File: src/rtl/tap_pkg.sv
// Shared types and constants for the tap tempo path.
// Used by the period meter and the BPM stage.
package tap_pkg;

  localparam int TAP_PERIOD_WIDTH = 16;

  typedef enum logic {
    ST_IDLE  = 1'b0,
    ST_COUNT = 1'b1
  } tap_state_e;

endpackage

File: src/rtl/rise_edge_det.sv
// Registered level plus combinational rising-edge flag.
// Shared by the tap meter and the debouncer path.
module rise_edge_det (
  input  logic clk_i,
  input  logic rst_i,
  input  logic d_i,
  output logic q_o,
  output logic rise_o
);

  logic d_q;

  // previous-cycle copy of the level
  always_ff @(posedge clk_i or posedge rst_i) begin
    if (rst_i) d_q <= 1'b0;
    else       d_q <= d_i;
  end

  assign q_o    = d_q;
  assign rise_o = d_i & ~d_q;

endmodule

File: src/rtl/tap_period_meter.sv
// Counts tp_i ticks between consecutive button rises
// and offers each count on a valid/ready output.
module tap_period_meter
  import tap_pkg::*;
#(
  parameter int PERIOD_WIDTH = TAP_PERIOD_WIDTH,
  parameter int MIN_PERIOD   = 2,
  parameter int MAX_PERIOD   = 2**PERIOD_WIDTH-1
) (
  input  logic                    clk_i,
  input  logic                    rst_i,
  input  logic                    tp_i,
  input  logic                    btn_i,
  output logic [PERIOD_WIDTH-1:0] period_o,
  output logic                    period_valid_o,
  input  logic                    period_ready_i,
  output logic                    timeout_o,
  output logic                    overrun_o
);

  localparam logic [PERIOD_WIDTH-1:0] MinP =
    PERIOD_WIDTH'(MIN_PERIOD);
  localparam logic [PERIOD_WIDTH-1:0] LastP =
    PERIOD_WIDTH'(MAX_PERIOD - 1);

  tap_state_e              state_q;
  logic [PERIOD_WIDTH-1:0] cnt_q;
  logic [PERIOD_WIDTH-1:0] period_q;
  logic                    valid_q;
  logic                    timeout_q;
  logic                    overrun_q;

  logic                    btn_q;
  logic                    rise;
  logic [PERIOD_WIDTH-1:0] eff;
  logic                    xfer;

  rise_edge_det u_rise (
    .clk_i  (clk_i),
    .rst_i  (rst_i),
    .d_i    (btn_i),
    .q_o    (btn_q),
    .rise_o (rise)
  );

  // count including a tick arriving this cycle;
  // cnt_q never exceeds MAX-1 so this cannot wrap
  assign eff  = cnt_q + PERIOD_WIDTH'(tp_i);
  assign xfer = valid_q & period_ready_i;

  // measurement FSM with registered outputs
  always_ff @(posedge clk_i or posedge rst_i) begin
    if (rst_i) begin
      state_q   <= ST_IDLE;
      cnt_q     <= '0;
      period_q  <= '0;
      valid_q   <= 1'b0;
      timeout_q <= 1'b0;
      overrun_q <= 1'b0;
    end else begin
      timeout_q <= 1'b0;
      overrun_q <= 1'b0;
      if (xfer) valid_q <= 1'b0;
      unique case (state_q)
        ST_IDLE: begin
          cnt_q <= '0;
          if (rise) state_q <= ST_COUNT;
        end
        ST_COUNT: begin
          if (rise && eff >= MinP) begin
            period_q  <= eff;
            valid_q   <= 1'b1;
            overrun_q <= valid_q & ~period_ready_i;
            cnt_q     <= '0;
          end else if (rise) begin
            cnt_q <= eff;
          end else if (tp_i && cnt_q == LastP) begin
            cnt_q     <= '0;
            state_q   <= ST_IDLE;
            timeout_q <= 1'b1;
          end else if (tp_i) begin
            cnt_q <= cnt_q + PERIOD_WIDTH'(1);
          end
        end
        default: state_q <= ST_IDLE;
      endcase
    end
  end

  assign period_o       = period_q;
  assign period_valid_o = valid_q;
  assign timeout_o      = timeout_q;
  assign overrun_o      = overrun_q;

endmodule

File: config.mk
export PLATFORM = sky130hd
export DESIGN_NAME = tap_period_meter
export DESIGN_NICKNAME = d
export VERILOG_FILES = /design/src/rtl/tap_pkg.sv /design/src/rtl/rise_edge_det.sv /design/src/rtl/tap_period_meter.sv
export SDC_FILE = /design/constraint.sdc
export NUM_CORES = 1
export LEC_CHECK = 0
export CAP_MARGIN = 15
export CORE_MARGIN = 2
export CORE_UTILIZATION = 41
export DETAILED_ROUTE_END_ITERATION = 6
export HOLD_SLACK_MARGIN = 0.02
export PLACE_DENSITY = 0.69
export SLEW_MARGIN = 15
export SYNTH_ARGS = -nofsm -noshare
export SYNTH_HDL_FRONTEND = slang
export SYNTH_SLANG_ARGS = --single-unit
File: constraint.sdc
create_clock -name clk_i -period 2.86 [get_ports clk_i]
set_input_delay 0.572 -clock clk_i [delete_from_list [all_inputs] [get_ports clk_i]]
set_output_delay 0.572 -clock clk_i [all_outputs]
set_load 0.05 [all_outputs]
==> metrics.md <==
| Metric | Value |
|---|---|
| P per Cell Area | approximately 700 nW/um2 |
| Reg clk slew, reported paths | 0.08 ns |
| Crit path cell chain | ha_4 > ha_2 > nand3_2 > or2_4 > a2111oi_4 > nand4_1 > or4b_4 > buf_4 > a31oi_1 |
| TritonCTS clock tree | done |
| Status | finished clean |
| Share of layout cells above drive strength 1 | a little under a fifth |
| Die W | between 80 and 90 um |
| CP Max Fanout | 8 |
| Hold Violations, Final | 0 |
| Total wire length | between 8000 and 9000 um |
| Leakage | roughly 1.4 nW |
| VDD IR-drop max | approximately 0.00029 V |
| Hold-fix buffer count after cts | 0 |
| Grt met1 use | around a third |
| # diodes | 0 |
| FP Rows | 30 |
| GRT met3 Usage | around 3.2% |
| Clock Sink Count | 37 |
| Dpl hpwl | between 6000 and 7000 um |
| Grt ovf | 0 |
| # setup viols final | 0 |
| Post-route DRC | 0 |
| Achievable Freq | 381 MHz |
| CTS H-tree depth | 2 |
| #FFs+latches synth | 37 |
| Post-Place Cells | between 400 and 500 |
| Sequential share of the synthesized area | roughly 33% |
| Initial antenna violation count | 0 |
| Chip height | about 87 um |
| RSZ-0062 raised after global routing | false |
| Worst reg-to-reg setup slack | roughly 0.23 ns |
| Filler cell count | 637 |
| GRT busiest layer | met2 |
| Effective utilization at floorplan | between 40% and 50% |
| Hold WS | approximately 0.53 ns |
| Layout Skew | between 0.01 and 0.015 ns |
| Crit path largest cell delay | ~0.54 ns |
| Die Area | 7620 um2 |
| Actual slew at the worst max-slew pin | approximately 0.54 ns |
| Buf+Inv Stages, Crit Path | 1 |
| Nets | between 400 and 500 |
| Drt pass-1 iters | 5 |
| Gr usage total | between 20% and 30% |
| Via count | about 3000 |
| Yosys warning count | 0 |
| Core footprint | about 6800 um2 |
| Syn nets | ~370 |
| 1st-iter DRT viols | 276 |
| WL/cell | between 15 and 20 um |
| Power consumption | around 2.4 mW |
| Asr flop ratio synth | 100% |
| Slew headroom | between 60% and 70% |
| Via count of the first global-routing pass | 2733 |
| Critical path's slowest cell | or4b_4 |
| Largest net degree at the start of global routing | 38 |
| P&R area growth vs syn | 21.9% |
| Root Buffer | clkbuf_8 |
| WP data arrival | between 2 and 3 ns |
| Post-Syn Area | about 2800 um2 |
| Final RePlAce weighted congestion | approximately 0.90 |
| Critical Path End Type | register |
| CTS Buffer Depth | 2 |
| Netlist cell types | 56 |
| Cts bufs inserted | 5 |
| Top-Level Pins | 24 |
| Critical Path Start Type | register |
| Setup TNS Final | 0 ns |
| Final Max Tran Viols | 0 |
| Worst Hold Class | reg -> reg |
| Via density | ~6.2 |
| Worst endpoint required time | 3.07 ns |
| Max cap viols | 0 |
| Final worst-path cycle share | between 90% and 100% |
| Global Route met2 Usage | roughly 35% |
| CP top delay family | simple AND/OR/NAND/NOR gates |
| Port Buf Inserts | 23 |
| Post-Syn Area per Cell | ~8.0 um2 |
| First-pass GRT wire length | ~14000 um |
| Top FF cell, synth | dfrtp_1 |
| Synth Instances | 356 |
| CP Class | reg -> reg |
| Post-route ant nets | 0 |
| Clock latency on the worst-skew pair | approximately 0.30 ns |
| Tmin final | about 2.6 ns |
| Post-synth EDFFs | 0 |
| Non-filler cells, final | about 480 |
==> per-stage QoR <==
stage                     util, %  worst slack (ns)  area, um2
after floorplan                 -            0.0192       2870
after global placement       49.8            -0.517       3360
after detailed placement     49.8            -0.597       3360
after CTS                    51.1            0.0384       3450
after global routing         51.4            0.0788       3470
final                        51.4             0.233       3470
==> flip-flops by register name (all words and copies together), names as in the netlist <==
name            flops
cnt_q              16
period_o           16
overrun_o           1
period_valid_o      1
state_q             1
timeout_o           1
u_rise.q_o          1
==> power breakdown <==
| part | total, mW | switching (mW) | internal, mW |
|---|---|---|---|
| Clock | 0.373 | 0.205 | 0.168 |
| Combinational | 1.32 | 0.780 | 0.537 |
| Sequential | 0.734 | 0.102 | 0.632 |
| Total | 2.42 | 1.09 | 1.34 |
==> cells by family after synthesis <==
logic type,count (synthesis),synth area share [%]
simple gates,132,24.8
compound gates,120,28.7
buf+inv,49,7.65
flops,37,32.5
xor+xnor,10,3.08
fa+ha+maj,5,2.20
mux,3,1.05
==> area by class of cell <==
| class | count | area, um2 | share of cell area [%] |
|---|---|---|---|
| multi-input combinational | 270 | 1740 | 50.1 |
| sequential | 37 | 926 | 26.7 |
| timing repair buffer | 69 | 571 | 16.4 |
| tap | 80 | 100 | 2.88 |
| clock buffer | 5 | 68.8 | 1.98 |
| inverter | 13 | 48.8 | 1.41 |
| clock inverter | 3 | 17.5 | 0.505 |
==> path summary, 6_finish.rpt <==
path,cells after the start,end,start
max,9,period_o[8],cnt_q[0]
min,2,period_o[12],period_o[12]
max reg2reg,9,period_o[8],cnt_q[0]
min reg2reg,2,period_o[12],period_o[12]
max in group asynchronous,3,cnt_q[14],rst_i
min in group asynchronous,3,state_q,rst_i
==> layout by cell type (no fill, tap or decap), types with 12 or more instances in the layout <==
| master | count |
|---|---|
| a21oi_1 | 34 |
| a22o_1 | 12 |
| buf_4 | 46 |
| clkdlybuf4s50_1 | 22 |
| dfrtp_1 | 37 |
| inv_1 | 13 |
| nand2_1 | 31 |
| nand3_1 | 14 |
| nand4_1 | 16 |
| nor2_1 | 26 |
| o21ai_0 | 23 |
==> cell usage after synthesis, types with 5 or more instances <==
master | instances | area [um2]
nand3_1 | 15 | 75.1
o32ai_1 | 8 | 70.1
nor2_1 | 26 | 97.6
o21ai_1 | 6 | 30.0
and3_1 | 6 | 37.5
nor3_1 | 8 | 40.0
o21ai_0 | 23 | 115
clkbuf_1 | 24 | 90.1
xnor2_1 | 8 | 70.1
inv_1 | 13 | 48.8
a31oi_1 | 8 | 50.1
ha_1 | 5 | 62.6
a21oi_1 | 34 | 170
buf_2 | 6 | 30.0
nand2_1 | 31 | 116
nand4_1 | 16 | 100
a22o_1 | 12 | 105
dfrtp_1 | 37 | 926
==> routing by layer <==
metal | share of wire [%] | wire (um)
met4 | 3.0 | 250
met2 | 44 | 3680
met5 | 0 | 0
met1 | 47 | 3930
met3 | 6.4 | 535
==> worst min-delay path, stage by stage (launching register included) <==
cell     delay, ns
dfrtp_1       0.37
a21oi_1       0.06
o21ai_0       0.06
==> timing repair <==
action                                  CTS  global route
endpoints found under the setup margin   17            12
pin swaps                                 2             2
buffers inserted                          0             1
gates resized for setup                   2             5
Note: power is estimated with default switching activity, not from simulation.
